## src/rtl/vlt_vbits_collector.sv

```systemverilog
`timescale 1ns/1ps
// Per-epoch vulnerable-bit accumulator between the vlt lookup and the SPU.
// Sums five vbits streams per epoch, then offers scaled 12-bit totals under valid/ready.
module vlt_vbits_collector #(
    parameter int unsigned EPOCH_LEN = 1024,
    parameter int unsigned OUT_SHIFT = 8,
    parameter int unsigned ACC_W     = 24
) (
    input  logic        clock,
    input  logic        reset,
    input  logic        enable_i,
    input  logic        vbits_v_i,
    input  logic [17:0] iq_vbits_i,
    input  logic [17:0] rob_vbits_i,
    input  logic [17:0] lq_vbits_i,
    input  logic [17:0] sq_vbits_i,
    input  logic [17:0] instbuff_vbits_i,
    output logic [11:0] total_qvbits0_o,
    output logic [11:0] total_qvbits1_o,
    output logic [11:0] total_qvbits2_o,
    output logic [11:0] total_qvbits3_o,
    output logic [11:0] total_sq_vbits_o,
    output logic [10:0] inst_count_o,
    output logic        out_v_o,
    input  logic        out_ready_i,
    output logic        sat_o,
    output logic        overrun_o
);

    localparam int unsigned NF      = 5;
    localparam int unsigned VB_W    = 18;
    localparam int unsigned RES_W   = 12;
    localparam int unsigned RES_MAX = 4095;
    localparam int unsigned IC_W    = 11;
    localparam int unsigned SUM_W   = ACC_W + 1;
    localparam int unsigned CNT_W   = $clog2(EPOCH_LEN);

    localparam logic [CNT_W-1:0] CNT_LAST = CNT_W'(EPOCH_LEN - 1);

    localparam logic [0:0] S_IDLE  = 1'b0;
    localparam logic [0:0] S_ACCUM = 1'b1;

    logic [0:0]       state_q, state_d;
    logic [CNT_W-1:0] cnt_q, cnt_d;
    logic [ACC_W-1:0] acc_q [NF];
    logic [ACC_W-1:0] acc_d [NF];
    logic [ACC_W-1:0] acc_inc [NF];
    logic [RES_W:0]   scaled [NF];
    logic [RES_W-1:0] res_q [NF];
    logic [RES_W-1:0] res_d [NF];
    logic [IC_W-1:0]  icnt_q, icnt_d, icnt_inc;
    logic [IC_W-1:0]  ic_res_q, ic_res_d;
    logic             out_v_q, out_v_d;
    logic             sat_q, sat_d;
    logic             ovr_q, ovr_d;
    logic [VB_W-1:0]  vb [NF];
    logic             beat, snap, sat_any;

    // Field order: IQ, ROB, LQ, InstBuff, SQ (matches result register order).
    assign vb[0] = iq_vbits_i;
    assign vb[1] = rob_vbits_i;
    assign vb[2] = lq_vbits_i;
    assign vb[3] = instbuff_vbits_i;
    assign vb[4] = sq_vbits_i;

    function automatic logic [ACC_W-1:0] sat_add(input logic [ACC_W-1:0] a,
                                                 input logic [VB_W-1:0]  b);
        logic [SUM_W-1:0] s;
        s = SUM_W'(a) + SUM_W'(b);
        return s[ACC_W] ? {ACC_W{1'b1}} : s[ACC_W-1:0];
    endfunction

    // Returns {saturated, 12-bit scaled value}.
    function automatic logic [RES_W:0] scale(input logic [ACC_W-1:0] a);
        logic [ACC_W-1:0] sh;
        sh = a >> OUT_SHIFT;
        if (sh > ACC_W'(RES_MAX)) begin
            return {1'b1, {RES_W{1'b1}}};
        end
        return {1'b0, sh[RES_W-1:0]};
    endfunction

    // Next-state: epoch counting, accumulation, snapshot and handshake.
    always_comb begin
        state_d  = state_q;
        cnt_d    = cnt_q;
        icnt_d   = icnt_q;
        ic_res_d = ic_res_q;
        out_v_d  = out_v_q;
        sat_d    = sat_q;
        ovr_d    = ovr_q;
        snap     = 1'b0;
        sat_any  = 1'b0;
        beat     = (state_q == S_ACCUM) && vbits_v_i;
        icnt_inc = (beat && (icnt_q != {IC_W{1'b1}})) ? icnt_q + IC_W'(1) : icnt_q;
        for (int i = 0; i < NF; i++) begin
            acc_inc[i] = beat ? sat_add(acc_q[i], vb[i]) : acc_q[i];
            scaled[i]  = scale(acc_inc[i]);
            acc_d[i]   = acc_q[i];
            res_d[i]   = res_q[i];
            sat_any    = sat_any | scaled[i][RES_W];
        end

        if (state_q == S_IDLE) begin
            cnt_d  = '0;
            icnt_d = '0;
            for (int i = 0; i < NF; i++) begin
                acc_d[i] = '0;
            end
            if (enable_i) begin
                state_d = S_ACCUM;
            end
        end else begin
            icnt_d = icnt_inc;
            for (int i = 0; i < NF; i++) begin
                acc_d[i] = acc_inc[i];
            end
            if (!enable_i) begin
                snap    = 1'b1;
                state_d = S_IDLE;
                cnt_d   = '0;
            end else if (cnt_q == CNT_LAST) begin
                snap  = 1'b1;
                cnt_d = '0;
            end else begin
                cnt_d = cnt_q + CNT_W'(1);
            end
        end

        // A snapshot includes this cycle's beat and restarts the epoch sums.
        if (snap) begin
            for (int i = 0; i < NF; i++) begin
                acc_d[i] = '0;
                res_d[i] = scaled[i][RES_W-1:0];
            end
            icnt_d   = '0;
            ic_res_d = icnt_inc;
            sat_d    = sat_any;
            out_v_d  = 1'b1;
            if (out_v_q && !out_ready_i) begin
                ovr_d = 1'b1;
            end
        end else if (out_v_q && out_ready_i) begin
            out_v_d = 1'b0;
        end
    end

    always_ff @(posedge clock or negedge reset) begin
        if (!reset) begin
            state_q  <= S_IDLE;
            cnt_q    <= '0;
            icnt_q   <= '0;
            ic_res_q <= '0;
            out_v_q  <= 1'b0;
            sat_q    <= 1'b0;
            ovr_q    <= 1'b0;
            for (int i = 0; i < NF; i++) begin
                acc_q[i] <= '0;
                res_q[i] <= '0;
            end
        end else begin
            state_q  <= state_d;
            cnt_q    <= cnt_d;
            icnt_q   <= icnt_d;
            ic_res_q <= ic_res_d;
            out_v_q  <= out_v_d;
            sat_q    <= sat_d;
            ovr_q    <= ovr_d;
            for (int i = 0; i < NF; i++) begin
                acc_q[i] <= acc_d[i];
                res_q[i] <= res_d[i];
            end
        end
    end

    assign total_qvbits0_o  = res_q[0];
    assign total_qvbits1_o  = res_q[1];
    assign total_qvbits2_o  = res_q[2];
    assign total_qvbits3_o  = res_q[3];
    assign total_sq_vbits_o = res_q[4];
    assign inst_count_o     = ic_res_q;
    assign out_v_o          = out_v_q;
    assign sat_o            = sat_q;
    assign overrun_o        = ovr_q;

endmodule

```

## config.mk

```make
export PLATFORM = sky130hd
export DESIGN_NAME = vlt_vbits_collector
export DESIGN_NICKNAME = d
export VERILOG_FILES = /design/src/rtl/vlt_vbits_collector.sv
export SDC_FILE = /design/constraint.sdc
export NUM_CORES = 1
export LEC_CHECK = 0
export ABC_CLOCK_PERIOD_IN_PS = 6000
export BUFFER_PORTS_ARGS = -buffer_cell sky130_fd_sc_hd__buf_2
export CAP_MARGIN = 20
export CELL_PAD_IN_SITES_DETAIL_PLACEMENT = 0
export CELL_PAD_IN_SITES_GLOBAL_PLACEMENT = 1
export CORE_MARGIN = 8
export CORE_UTILIZATION = 30
export DETAILED_ROUTE_END_ITERATION = 12
export PLACE_DENSITY_LB_ADDON = 0.12
export SYNTH_ARGS = -nofsm -noshare
export SYNTH_HDL_FRONTEND = slang
export SYNTH_SLANG_ARGS = --single-unit
```

## constraint.sdc

```tcl
create_clock -name clock -period 6 [get_ports clock]
set_input_delay 1.2 -clock clock [delete_from_list [all_inputs] [get_ports clock]]
set_output_delay 1.2 -clock clock [all_outputs]
set_load 0.005 [all_outputs]
```

# == After elaboration in Yosys (flattened, before gate mapping) ==
# Cells that the tools add are included.
# word_totals
reg_bits,216
latch_bits,0
mem_bits_rw,0
romBits,0
elab_cells,87
n_memories,0
# op_classes
add_sub_neg,7
mul,0
n_div,0
magnitude_cmp,5
eq_ne,3
n_shift,0
mux,39
n_bitwise,4
n_reduce_logical,7
# ops
op,n
$mux W120,2
$mux W24,10
$mux W13,10
$add A24 B18 Y25,5
$gt A16 B12 Y1 const B,5
$mux W11,3
$mux W10,3
$add A11 B1 Y11 const B,1
$mux W1,11
$ne A11 B11 Y1 const B,1
$add A10 B1 Y10 const B,1
$eq A10 B10 Y1 const B,1
$logic_and A1 B1 Y1,4
$or A1 B1 Y1,4
$ne A3 B1 Y1 const B,1
$reduce_and A2 Y1,1
$reduce_bool A2 Y1,1
$logic_not A1 Y1,1

# == Longest topological paths before layout ==
# Gate-level depths: netlist (run 1).
# logic_depth
depth_word,10
ltp_mapped,13
depth_no_buf,11

# == Worst setup path after synthesis (run 1) ==
# Ideal clock, no wire load.
# synth_path
path_type,input to register
start,input port rob_vbits_i[0]
end,register res_q (netlist bit total_qvbits1_o[10])
setup_ps,138
t_arrival_ps,3849
t_required_ps,5862
setup_slack_ps,2013
cell_stages,12
path_buffers,1
path_cell_list,ha_1 > fa_1 > a211oi_1 > o211a_1 > nor2_1 > a221o_2 > nor3_4 > nor3_2 > a211oi_2 > and4_4 > buf_6 > a31oi_1
# synth_via
elab_chain_len,6
# synth_lines
element,line_no,source
"start, declared",14,"input logic [17:0] rob_vbits_i,"
$add A24 B18 Y25 *,69,s = SUM_W'(a) + SUM_W'(b);
$mux W24 *,70,return s[ACC_W] ? {ACC_W{1'b1}} : s[ACC_W-1:0];
$mux W24 *,97,"acc_inc[i] = beat ? sat_add(acc_q[i], vb[i]) : acc_q[i];"
$gt A16 B12 Y1,77,if (sh > ACC_W'(RES_MAX)) begin
$mux W1,77,
$mux W13 *,80,"return {1'b0, sh[RES_W-1:0]};"
"end signal, assigned by index",171,res_q[i] <= res_d[i];
"end, declared",49,logic [RES_W-1:0] res_q [NF];
# Every way passes the cells marked *; elsewhere a longest branch is shown, timed or not. The select of a mux whose other input is x is not followed.
# A chain may end at the register's enable or synchronous reset.

# == Worst setup path after layout (run 1) ==
# layout_path
start,input port lq_vbits_i[0]
end,register res_q (netlist bit total_qvbits2_o[9])
# layout_via
elab_chain_len,6
# layout_lines
element,line_no,source
"start, declared",15,"input logic [17:0] lq_vbits_i,"
$add A24 B18 Y25 *,69,
$mux W24 *,70,
$mux W24 *,97,
$gt A16 B12 Y1,77,
$mux W1,77,
$mux W13 *,80,
# Marks and branches as above.

==> run metrics, run 1 <==
clock tree sinks 216; XOR/XNOR Fraction of Synth Area 6.39%; nets@finish 1845; Post-Synth Adder-Cell Area around a tenth; endpoints failing hold 0; flops & latches, synth roughly 220; Hold Path Cell Cnt 1; switching part of the total about 28%; Synth Warn # 0; clock share of power 43.4%; Worst-Skew Late Latency between 0.5 and 0.6 ns; clock buffer depth 3; worst hold margin around 0.47 ns; Final min period 3.99 ns; crit share post-route 66.6%; Hold WC Path Type flop to flop; mux contribution to synthesized area 0.998%; DPL Wire Length 28.6 mm; Iter 0 DRT Violations 472; Starting Density 30.3%; vias in the first global route approximately 12000; critical path class primary input to flop; drt total wl 40.2 mm; port bufs 168; GPL Wtd Cong 0.849; Post-synth EDFFs 0; H-tree depth 1; RSZ-0062 raised after global routing false; post-CTS setup buffer count 0; Yosys cell types 75; maxcap violations 0; Rows 77; # hold bufs at CTS 0; VDD IR max between 0.00015 and 0.0002 V; Post-synth top flop dfrtp_1; Max Freq between 0.2 and 0.3 GHz; die area 51300 um2; FILL cells 4651; largest family of logic cells by synthesized area compound AO/OA/AOI/OAI gates; Req. time, crit path 6.44 ns; power per cell area 250 nW/um2; combinational share of power 16.0%; Critical Path Fanout Max 9; Clock Skews 0.0136 ns; CTS buffer count 29; clock root cell clkbuf_16; synthesized area per cell 8.86 um2; layout cells sized above 1 16.0%; area delta synth->final 18.3%; Resize count post-CTS 0; routed len/inst 17.8 um; CP Capture Type flop; final slew viol count 0; antenna-violating nets left 0; syn nets 1692; status finished, final reports clean; post-synthesis simple-gate area fraction between 10% and 20%; Switch Pwr 1.11 mW; Setup-failing EPs final 0; Int Power between 2 and 3 mW; gr usage total between 10% and 20%; Core Region 43900 um2; clock transition at the registers of the reported paths 0.06 ns; initial antenna violation count 6; Compound-Gate Fraction of Synth Area approximately a quarter; Cells after Synth 1500; Post-synth ARST share 100%; pin slew with the least headroom to its limit 1.00 ns; Total Neg Setup Slack 0 ns; DRC 0; largest net degree at the start of global routing 107; Pleak 7.25 nW; sequential power share 40.6%; first-pass GRT wire length 64.4 mm; arrival time at the worst endpoint 4.44 ns; Slew HR 32.8%; post-synthesis sequential area ratio 40.7%; via count 11500; Top Ports approximately 170; Setup crit start kind primary input; Pre-Repair DR Iteration Count 5; Post-Synthesis Cell Area 13300 um2; Via density 5.09; total congestion overflow 0; Die Ht between 200 and 250 um; CTS tree done; cells on worst reg2reg path 11; die width 226 um
[Yosys cell counts, types with 3 or more instances]
cell type  number  share of area (%)
a211o_1         4               0.26
a211oi_1       16               0.90
a21o_1         44                2.5
a21oi_1       170                6.4
a31o_2          9               0.59
a31oi_1        50                2.4
a41oi_1         3               0.20
and2_1         11               0.52
and3_1         19               0.89
and4_1          6               0.40
buf_2           6               0.23
clkbuf_1       51                1.4
dfrtp_1       216                 41
fa_1            5               0.75
ha_1           92                8.7
inv_1          20               0.56
mux2i_1        11               0.83
nand2_1       121                3.4
nand2b_1        9               0.42
nand3_1        39                1.5
nand4_1        13               0.61
nor2_1        232                6.6
nor2b_1         6               0.28
nor3_1         18               0.68
nor4_1          3               0.14
o2111ai_1       3               0.20
o211ai_1        8               0.45
o21a_1         13               0.73
o21ai_0       100                3.8
o21ai_2         3               0.20
o21bai_1       11               0.62
o22ai_1        25                1.2
o31ai_1         5               0.28
or2_2           4               0.19
or3_1           8               0.38
xnor2_1        60                4.0
xor2_1         37                2.4
[cells in the final DEF (no fill, tap or decap), types with 6 or more instances in the layout]
master,n
a31o_2,9
buf_2,167
clkbuf_16,29
o22ai_1,25
a31oi_1,50
buf_4,12
a211oi_1,16
nand2_1,119
dfrtp_1,216
and2_1,9
nor3_1,18
or3_1,8
nor2b_1,6
ha_1,92
o21a_1,13
nand2b_1,9
and4_1,6
a21o_1,44
xnor2_1,60
inv_1,20
o21ai_0,100
mux2i_1,11
nor2_1,231
xor2_1,37
and3_1,19
clkinv_2,6
o21bai_1,11
o211ai_1,8
nand4_1,13
a21oi_1,170
nand3_1,39
[worst paths after layout]
kind / start / endpoint / slack [ns]
min in group asynchronous: reset / acc_q[29] / 0.64
max reg2reg: acc_q[48] / total_qvbits2_o[9] / 2.36
max in group asynchronous: reset / acc_q[83] / 4.07
max: lq_vbits_i[0] / total_qvbits2_o[9] / 2.01
min: overrun_o / overrun_o / 0.47
min reg2reg: overrun_o / overrun_o / 0.47
[cells by family (layout without fill, tap and decap cells)]
logic type	count (synthesis)	in the layout
other	0	2
adders and majority gates	97	97
buffers and inverters	79	251
xor gates and xnor gates	97	97
and+or+nand+nor	502	502
AOI/OAI and AO/OA	496	496
muxes	13	13
DFF	216	216
[registers in the layout, summed over array words and instances (netlist names), 10 cells and up]
signal,count
acc_q,120
total_qvbits0_o,12
total_qvbits1_o,12
total_qvbits2_o,12
total_qvbits3_o,12
total_sq_vbits_o,12
icnt_q,11
inst_count_o,11
cnt_q,10
[power groups by stage]
stage               logic, mW  clock network [mW]  registers [mW]
floorplan               0.389                   0            1.61
global placement        0.638                   0            1.62
detailed placement      0.640                   0            1.62
CTS                     0.644                1.78            1.60
global route            0.716                1.83            1.61
finish                  0.630                1.71            1.59
[metrics by stage]
| stage | utilization [%] | std cells | power [mW] | setup slack [ns] | instance area, um2 |
|---|---|---|---|---|---|
| global placement | 33.6 | 2213 | 2.26 | 1.44 | 14800 |
| detailed placement | 33.7 | 2214 | 2.26 | 1.43 | 14800 |
| CTS | 35.8 | 2264 | 4.02 | 2.06 | 15700 |
| floorplan | - | 1500 | 2.00 | 2.01 | 13300 |
| finish | 35.8 | 2266 | 3.93 | 2.01 | 15700 |
| global route | 35.8 | 2266 | 4.15 | 1.68 | 15700 |
[area by class of cell]
class	count	area, um2	area share (%)
antenna	2	5.00	0.0318
inverter	20	75.1	0.477
multi-input combinational	1205	7600	48.3
clock inverter	12	134	0.851
sequential	216	5410	34.4
clock buffer	38	800	5.08
tap	592	741	4.71
timing repair buffer	181	968	6.16
[critical path, stage by stage]
cell	delay [ns]
buf_2	0.10
ha_1	0.23
fa_1	0.43
a211oi_1	0.22
o21a_2	0.24
o21ai_2	0.11
a21o_1	0.24
a2111oi_4	0.52
o21ai_2	0.14
a221oi_4	0.63
and2_4	0.28
a21oi_1	0.07
[layer usage]
layer	GRT usage [%]	routed length, um	vias to the layer above
li1	-	-	5751
met1	19.4	18100	5533
met2	26.7	19300	181
met3	3.63	1890	63
met4	3.65	889	8
met5	0	44	-
(Power assumes the default switching activity.)
==> run 2, diff against run 1 <==
Settings changed: ABC_CLOCK_PERIOD_IN_PS 6000 to 4100.
Clock period 6 ns to 4.1 ns, I/O delays scaled along.
==> run 2 against run 1 <==
Net effect: total power up 45%; final cell count up 1.1%; sequential cell count unchanged; sequential share of layout area down 0.34 points; clock power up 42%; design area up 0.99%; worst setup slack worse by 1.4 ns; critical endpoint is now sat_o; largest cell class unchanged; highest routed layer unchanged.
==> run metrics, run 2 (same netlist as run 1, synthesis figures left out) <==
status finished, final reports clean; Layout Utilization 36.2% (+0.36 points); first-pass GRT wire length 65.4 mm (+1.5%); initial antenna violation count 3 (-3); area delta synth->final 19.5%; critical path class flop to flop; Layout Cells excl Fill 2290 (+1.1%); Hold WC Path Type primary input to asynchronous set/reset pin; PnR Total Power 5.70 mW (+45%); CP Capture Type flop; CTS tree done; largest net degree at the start of global routing 83 (-22%); Via density 5.06 (-0.69%); Die Ht 226 um (unchanged); Setup crit start kind flop; clock root cell clkbuf_16; die width 226 um (unchanged); Total Neg Setup Slack 0 ns (unchanged); H-tree depth 1 (unchanged); final setup margin 0.581 ns (-1.42 ns); GPL Wtd Cong 0.821 (-3.3%); arrival time at the worst endpoint 3.95 ns (-0.49 ns); commonest non-fill, non-tap cell in the layout nor2_1; endpoints failing hold 0 (unchanged); Core Region 43900 um2 (unchanged); layout cells sized above 1 17.2% (+1.2 points); clock tree sinks 216 (unchanged); drt total wl 40.3 mm (about the same); post-CTS setup buffer count 0 (unchanged); Iter 0 DRT Violations 528 (+12%); maxcap violations 0 (unchanged); Pre-Repair DR Iteration Count 4 (-1); Biggest register acc_q; routing usage on met1 20.4% (+0.98 points); Top Ports 169 (unchanged); final slew viol count 0 (unchanged); Rows 77 (unchanged); placement-stage cell area 15000 um2 (+1.2%); via count 11600 (+0.36%); # hold bufs at CTS 0 (unchanged); vias in the first global route 12000 (+0.41%); crit share post-route between 80% and 90%; die area 51300 um2 (unchanged); clock transition at the registers of the reported paths 0.06 ns (about the same); port bufs 168 (unchanged); nets@finish 1866 (+1.1%); met2 global-route usage 26.6% (-0.068 points); met3 usage 3.09% (-0.54 points); Resize count post-CTS 0 (unchanged); antenna-violating nets left 0 (unchanged); dpl ws -0.0693 ns (-1.49 ns); commonest cells after routing, fill and taps aside nor2_1 (231), dfrtp_1 (216), a21oi_1 (170); clock buffer depth 3 (unchanged); gr usage total 15.7% (+0.20 points); Max Freq approximately 0.28 GHz; Setup-failing EPs final 0 (unchanged); Req. time, crit path 4.54 ns (-1.90 ns); worst hold margin 0.266 ns (-0.205 ns); Pleak 7.35 nW (+1.5%); routed len/inst 17.6 um (-1.0%); Slew HR 53.2% (+20 points); RSZ-0062 raised after global routing false; layer with the highest usage met2; DPL Wire Length 29.1 mm (+1.9%); final instance area 15900 um2 (+0.99%); Final min period 3.52 ns; pin slew with the least headroom to its limit 0.702 ns (-0.303 ns); Worst-Skew Late Latency 0.57 ns (about the same); CTS buffer count 29 (unchanged); total congestion overflow 0 (unchanged); DRC 0 (unchanged); placed insts 2235 (+0.95%); Starting Density 30.3% (unchanged); Critical Path Fanout Max 13 (+4); power per cell area 359 nW/um2 (+43%); max reg flops 120 (unchanged); VDD IR max 0.000269 V (+76%); Clock Skews 0.0176 ns (+0.00401 ns)
[run 2: cell count changes in the layout (fill, tap and decap cells not counted)]
cell        change
buf_12          +3
buf_16          -1
buf_4          +19
bufinv_16       -2
clkbuf_1        +1
clkbuf_8        +2
clkinv_2        +4
clkinvlp_4      -1
diode_2         -1
[run 2: worst paths after layout]
kind | startpoint | to | slack, ns | cells past startpoint
worst max-delay path | acc_q[72] | sat_o | 0.58 | 11
worst min-delay path | reset | acc_q[30] | 0.27 | 1
worst max register to register | acc_q[72] | sat_o | 0.58 | 11
worst min register to register | overrun_o | overrun_o | 0.47 | 1
max in group asynchronous | reset | total_qvbits2_o[4] | 2.90 | 2
min in group clock | enable_i | state_q | 0.38 | 1
[run 2: power by group]
part	switching (mW)	internal [mW]	leakage, nW
Clock	1.02	1.41	0.461
Combinational	0.542	0.387	4.04
Sequential	0.0793	2.25	2.85
Total	1.64	4.05	7.35
[run 2: final cells by class]
| class | instances | area [um2] |
|---|---|---|
| fill | 4633 | 28000 |
| multi-input combinational | 1205 | 7600 |
| sequential | 216 | 5410 |
| timing repair buffer | 202 | 1140 |
| clock buffer | 41 | 831 |
| tap | 592 | 741 |
| clock inverter | 13 | 86.3 |
| inverter | 20 | 75.1 |
| antenna | 1 | 2.50 |
[run 2: worst max-delay path, cell delays in order (launching register included)]
cell and delay [ns]:
dfrtp_1 0.38, ha_1 0.22, fa_1 0.44, a211oi_1 0.38, o211a_1 0.25, nor2_1 0.06
a221o_2 0.46, nor3_4 0.28, nor3_2 0.10, a211oi_2 0.28, and4_4 0.39, a41oi_1 0.13
[run 2: layer usage]
metal | part of all wire (%) | vias to the layer above
li1 | - | 5792
met1 | 46 | 5573
met2 | 48 | 161
met3 | 4.4 | 48
met4 | 2.2 | 4
met5 | 0.062 | -
